**src/rtl/licznik_pkg.sv**
```systemverilog
// Shared helpers for the licznik up/down modulo-N counter family.
// Width helper and the per-edge operation encoding used by the top.
package licznik_pkg;

   function automatic int cnt_width(input int n);
      return (n > 2) ? $clog2(n) : 1;
   endfunction

   // Priority order is CLR > LOAD > STEP; HOLD when nothing applies.
   typedef enum logic [1:0] {
      OP_HOLD = 2'd0,
      OP_CLR  = 2'd1,
      OP_LOAD = 2'd2,
      OP_STEP = 2'd3
   } op_e;

endpackage

```
**src/rtl/licznik_prescaler.sv**
```systemverilog
// Prescaler for licznik: counts CE-high cycles modulo PRESC, STEP on the last one.
// Used only when LICZNIK_PRESCALER_EN is defined.
module licznik_prescaler
   import licznik_pkg::*;
#(
   parameter int PRESC = 4
) (
   input  logic CLK,
   input  logic RST,
   input  logic CE,
   input  logic SCLR,
   output logic STEP
);

   localparam int              PW   = cnt_width(PRESC);
   localparam logic [PW-1:0]   LAST = PW'(PRESC - 1);

   logic [PW-1:0] pcnt_q;
   logic [PW-1:0] pcnt_d;

   always_comb begin
      pcnt_d = pcnt_q;
      if (SCLR) begin
         pcnt_d = '0;
      end else if (CE) begin
         pcnt_d = (pcnt_q == LAST) ? '0 : pcnt_q + 1'b1;
      end
   end

   always_ff @(posedge CLK or negedge RST) begin
      if (!RST) begin
         pcnt_q <= '0;
      end else begin
         pcnt_q <= pcnt_d;
      end
   end

   assign STEP = CE & (pcnt_q == LAST);

endmodule

```
**src/rtl/licznik_updown_mod_n.sv**
```systemverilog
// Up/down modulo-N counter with sync clear, clamped parallel load and cascadable TC.
// Optional CE prescaler is built in when LICZNIK_PRESCALER_EN is defined.
module licznik_updown_mod_n
   import licznik_pkg::*;
#(
   parameter int N     = 10,
   parameter int WIDTH = cnt_width(N),
   parameter int INIT  = 0,
   parameter int PRESC = 4
) (
   input  logic             CLK,
   input  logic             RST,
   input  logic             CE,
   input  logic             UP,
   input  logic             CLR,
   input  logic             LOAD,
   input  logic [WIDTH-1:0] D,
   output logic [WIDTH-1:0] Q,
   output logic             TC,
   output logic             LOAD_ERR
);

   // Compares run one bit wider so N itself is representable even at 2**WIDTH.
   localparam logic [WIDTH:0]   N_W    = (WIDTH + 1)'(N);
   localparam logic [WIDTH:0]   LAST_W = (WIDTH + 1)'(N - 1);
   localparam logic [WIDTH-1:0] LAST_Q = WIDTH'(N - 1);
   localparam logic [WIDTH-1:0] INIT_Q = WIDTH'(INIT);

   logic [WIDTH-1:0] q_q;
   logic [WIDTH-1:0] q_d;
   logic             err_q;
   logic             err_d;
   logic             step_en;
   op_e              op;

   logic [WIDTH:0] q_ext;
   logic [WIDTH:0] d_ext;

   assign q_ext = {1'b0, q_q};
   assign d_ext = {1'b0, D};

`ifdef LICZNIK_PRESCALER_EN
   licznik_prescaler #(
      .PRESC (PRESC)
   ) u_presc (
      .CLK  (CLK),
      .RST  (RST),
      .CE   (CE),
      .SCLR (CLR | LOAD),
      .STEP (step_en)
   );
`else
   assign step_en = CE;
`endif

   always_comb begin
      op = OP_HOLD;
      if (CLR) begin
         op = OP_CLR;
      end else if (LOAD) begin
         op = OP_LOAD;
      end else if (step_en) begin
         op = OP_STEP;
      end
   end

   always_comb begin
      q_d   = q_q;
      err_d = 1'b0;
      case (op)
         OP_CLR: begin
            q_d = INIT_Q;
         end
         OP_LOAD: begin
            if (d_ext >= N_W) begin
               q_d   = LAST_Q;
               err_d = 1'b1;
            end else begin
               q_d = D;
            end
         end
         OP_STEP: begin
            if (UP) begin
               q_d = (q_ext == LAST_W) ? '0 : WIDTH'(q_ext + 1'b1);
            end else begin
               q_d = (q_ext == '0) ? LAST_Q : WIDTH'(q_ext - 1'b1);
            end
         end
         default: begin
            q_d = q_q;
         end
      endcase
   end

   always_ff @(posedge CLK or negedge RST) begin
      if (!RST) begin
         q_q   <= INIT_Q;
         err_q <= 1'b0;
      end else begin
         q_q   <= q_d;
         err_q <= err_d;
      end
   end

   // TC is forced low on CLR/LOAD cycles because op is only OP_STEP otherwise.
   assign TC       = (op == OP_STEP) & (UP ? (q_ext == LAST_W) : (q_ext == '0));
   assign Q        = q_q;
   assign LOAD_ERR = err_q;

endmodule
```
**config.mk**
```make
export PLATFORM = sky130hd
export DESIGN_NAME = licznik_updown_mod_n
export DESIGN_NICKNAME = d
export VERILOG_FILES = /design/src/rtl/licznik_pkg.sv /design/src/rtl/licznik_prescaler.sv /design/src/rtl/licznik_updown_mod_n.sv
export SDC_FILE = /design/constraint.sdc
export NUM_CORES = 1
export LEC_CHECK = 0
export ABC_AREA = 1
export BUFFER_PORTS_ARGS = -buffer_cell sky130_fd_sc_hd__buf_2
export CORE_AREA = 5 5 42 44
export DETAILED_ROUTE_END_ITERATION = 6
export DIE_AREA = 0 0 47 49
export PLACE_DENSITY = 0.69
export SYNTH_ARGS = -nofsm -noshare
export SYNTH_HDL_FRONTEND = slang
export SYNTH_SLANG_ARGS = --single-unit
```
**constraint.sdc**
```tcl
create_clock -name CLK -period 1.7 [get_ports CLK]
set_input_delay 0.255 -clock CLK [delete_from_list [all_inputs] [get_ports CLK]]
set_output_delay 0.255 -clock CLK [all_outputs]
set_load 0.03 [all_outputs]
```
Word-level counts from Yosys, hierarchy flattened
Index checks and enable logic that the tools add are counted.

Word-level logic and storage cells: 23. Output and inout port bits: 6. Input bits: 10. Flip-flop bits (word level): 5.

Reduce and logical (&&, ||, !) cells: 2. Order comparisons: 1. Equal/unequal tests: 4. $add $sub $neg: 2. Mux-type cells: 11. Bitwise logic cells: 1.

Operator list (count): 4-bit two-way mux (4); 4-bit one-hot mux with 3 select lines (1); 2-bit two-way mux (3); 5-bit logical NOT (1); 4-bit by 1-bit adder with 4-bit output (second input constant) (1); 2-bit equality test (second input constant) (2); 4-bit equality test (second input constant) (1); 4-bit >= comparator (second input constant) (1); 4-bit by 1-bit subtractor with 4-bit output (second input constant) (1); 1-bit two-way mux (3); 3-bit nonzero test (1); 2-bit by 1-bit equality test with 1-bit output (second input constant) (1); 1-bit AND (1).

Depth between registers and ports, before layout
Depth in word-level cells: 5. Depth in mapped cells: 9. Depth with buffers taken out: 9.

Worst setup path before layout
Ideal clock, no wire load.

Kind: reg-to-output. Start point: register q_q[1] (netlist: Q[1]). End point: output TC. Data required time: 1.445 ns. Path slack: -0.124 ns. Data arrival time: 1.569 ns. Buffers on the path: 0. Cell stages (with the launch flop): 9. Cells stage by stage: dfrtp_1 -> inv_1 -> ha_1 -> nand2_1 -> nor2_2 -> nand2_1 -> nand2_1 -> inv_1 -> nor2_1.

Longest elaborated chain between the ends: 3. Elaborated cells between the ends (all ways): 4. Those cells by class: eq/ne (1); mux (1); bitwise (1); reduce/logical (1).

Ends and longest elaborated chain: start, declared (RTL line licznik_updown_mod_n.sv:29) `logic [WIDTH-1:0] q_q;`; start signal, assigned (RTL line licznik_updown_mod_n.sv:100) `q_q <= q_d;`; 4-bit equality test / 5-bit logical NOT (equally long branches) (RTL line licznik_updown_mod_n.sv:106) `assign TC = (op == OP_STEP) & (UP ? (q_ext == LAST_W) : (q_ext == '0));`; 1-bit two-way mux * (RTL line licznik_updown_mod_n.sv:106); 1-bit AND * (RTL line licznik_updown_mod_n.sv:106); end, declared (RTL line licznik_updown_mod_n.sv:19) `output logic TC,`.

Mark *: on every way between the ends. The rest lies on a longest branch, timed or not.

Worst setup path in the final report
Same ends and word-level chain as after synthesis.

==> results.md <==
* Synth Net Count at 84
* Final setup violation count at 1
* Design area at 753 um^2
* Final setup margin at -0.0325 ns
* Max cap viols at 0
* Status: finished with violations
* Initial Util at 33.9%
* DRT iter0 DRCs at 9
* Total CTS buffers at 3
* First-pass GRT wire length at 1930 um
* Minimum clock period at 1.73 ns
* Post-Syn Area at 475 um^2
* Warnings from Yosys at 0
* Worst Setup End Kind: output pin
* Final HPWL DP at 918 um
* Crit start category: flip-flop
* GP Congestion at 0.825
* Syn_area_per_cell at 6.79 um^2
* Worst endpoint required time at 1.44 ns
* Initial antenna violation count at 0
* Core Util, Final at 53.8%
* Fin nets at 114
* Hold crit path type: in2reg
* Max Buffers Root-to-Sink at 2
* Via count at 557
* Drt pass-1 iters at 4
* Layout cells sized above 1 at 45.5%
* CTS Sinks at 5
* Most frequent cells in the layout: 14 x nand2_1, 14 x buf_2, 11 x nand3_1, 8 x buf_4, 7 x inv_1
* Sequential element share of the synthesized area at 26.3%
* VDD IR-drop max at 266 uV
* Failing checks: negative setup slack
* Vias per cell at 4.84
* Lkg Pwr at 0.388 nW
* Gate Count Post-Synth at 70
* Worst Path Arrival at 1.48 ns
* CP Max Fanout at 3
* DRT Wirelength at 1270 um
* Port bufs at 15
* Largest net degree at the start of global routing at 7
* R2R depth at 7
* Clock Skews at 0.00654 ns
* Layout area overhead at 58.4%
* Total gr overflow at 0
* Worst-skew pair later-pin latency at 0.24 ns
* F_max at 577 MHz
* Largest area contributor in the netlist: dfrtp_1
* WS Path Type: reg2out
* DRC viols at 0
* TritonCTS clock tree: yes
* Antenna Cells at 0
* H-tree depth at 1
* Least-Margin Pin Slew at 0.250 ns
* Area of the core at 1400 um^2
* All-Layer GR Usage at 11.5%
* Placement Cell Area at 588 um^2
* Unrepaired setup endpoints after global routing: yes
* Hold path cells at 3
* Row cnt at 14
* Number of global-route vias before repair at 496
* Die W at 47 um
* Die ar. at 2300 um^2
* Clk slew on worst S/H paths at 0.04 ns
* Max-slew violation count at 0
* Final period util at 102%
* Routed Antenna Nets at 0
* Post-synth top area share at 26.3%
* Pwr dens at 641 nW/um^2
* Root Buffer: clkbuf_4
* Synth Register Bits at 5
* Post-DR wirelength/cell at 11.0 um
* Ports at 16
* Die height at 49 um
* Area contributors post-synth: dfrtp_1 26%, nand2_1 13%, nand3_1 12%, ha_1 11%, inv_1 7.1%
* Final hold violations at 0
* Max_slew headroom at 83.4%
* Yosys cell types at 16
[power breakdown]
| part | switching (mW) | internal, mW | total [mW] |
|---|---|---|---|
| Combinational | 0.115 | 0.0889 | 0.204 |
| Sequential | 0.0140 | 0.129 | 0.143 |
| Clock | 0.0467 | 0.0886 | 0.135 |
| Total | 0.176 | 0.307 | 0.483 |
[worst max-delay path, cell delays in order, from the launching register on]
cell,delay (ns)
dfrtp_1,0.37
inv_2,0.13
ha_4,0.16
nand2_4,0.05
nor2_4,0.12
nand2_2,0.07
nand2_2,0.06
inv_2,0.05
nor2_4,0.09
buf_6,0.13
[repair_timing]
action / CTS / global route
gates resized for setup: 6 / 10
hold endpoints to repair: 5 / 0
setup endpoints to repair: 1 / 1
hold buffers: 1 / 0
pin swaps: 0 / 7
setup buffers: 2 / 5
[metal layers]
layer | up-vias | global-route usage [%] | routed length, um
met3 | 2 | 1.48 | 60
met5 | - | 0 | 0
li1 | 289 | - | -
met4 | 0 | 8.76 | 28
met1 | 250 | 14.3 | 531
met2 | 16 | 17.0 | 646
[stage by stage]
step	instances	total power [mW]	TNS (ns)	setup slack (ns)	hold WS, ns
floorplan	70	0.242	0	0.00726	-0.0406
detailed placement	103	0.293	0	0.141	0.0691
CTS	110	0.447	-0.0297	-0.0297	0.265
global placement	103	0.292	0	0.136	0.0683
finish	115	0.483	-0.0325	-0.0325	0.276
global route	115	0.526	-0.137	-0.137	0.283
[kinds of logic (layout without fill, tap and decap cells)]
logic type      after synthesis  count (layout)  synth area share [%]
simple gates                 42              42                  44.7
fa+ha+maj                     4               4                  10.5
compound gates                7               7                  8.95
flops                         5               5                  26.3
buf+inv                      12              41                  9.47
[sequential cells by signal (all words and copies together) (netlist names)]
name      count
LOAD_ERR      1
Q             4
[layout make-up]
| cell class | count | area, um^2 |
|---|---|---|
| flip-flops and latches | 5 | 126 |
| inverters | 12 | 45.0 |
| multi-input cells | 53 | 364 |
| repair buffers | 25 | 171 |
| clock buffers | 4 | 26.3 |
| fillers | 125 | 648 |
| well taps | 16 | 20.0 |
[Yosys cell counts (all sizes together)]
| master | instances |
|---|---|
| nand3 | 13 |
| inv | 12 |
| a21oi | 1 |
| nand4 | 2 |
| o211ai | 3 |
| dfrtp | 5 |
| nor3 | 1 |
| o21ai | 3 |
| nand2 | 17 |
| nor2 | 9 |
| ha | 4 |
[worst paths after layout]
kind / start / endpoint / slack (ns)
worst max register to register: Q[0] / Q[1] / 0.30
min in group asynchronous: RST / Q[2] / 0.35
worst min-delay path: D[0] / Q[0] / 0.28
worst max-delay path: Q[1] / TC / -0.03
max in group asynchronous: RST / Q[0] / 1.20
worst min register to register: Q[1] / Q[1] / 0.70
(Power assumes the default switching activity.)
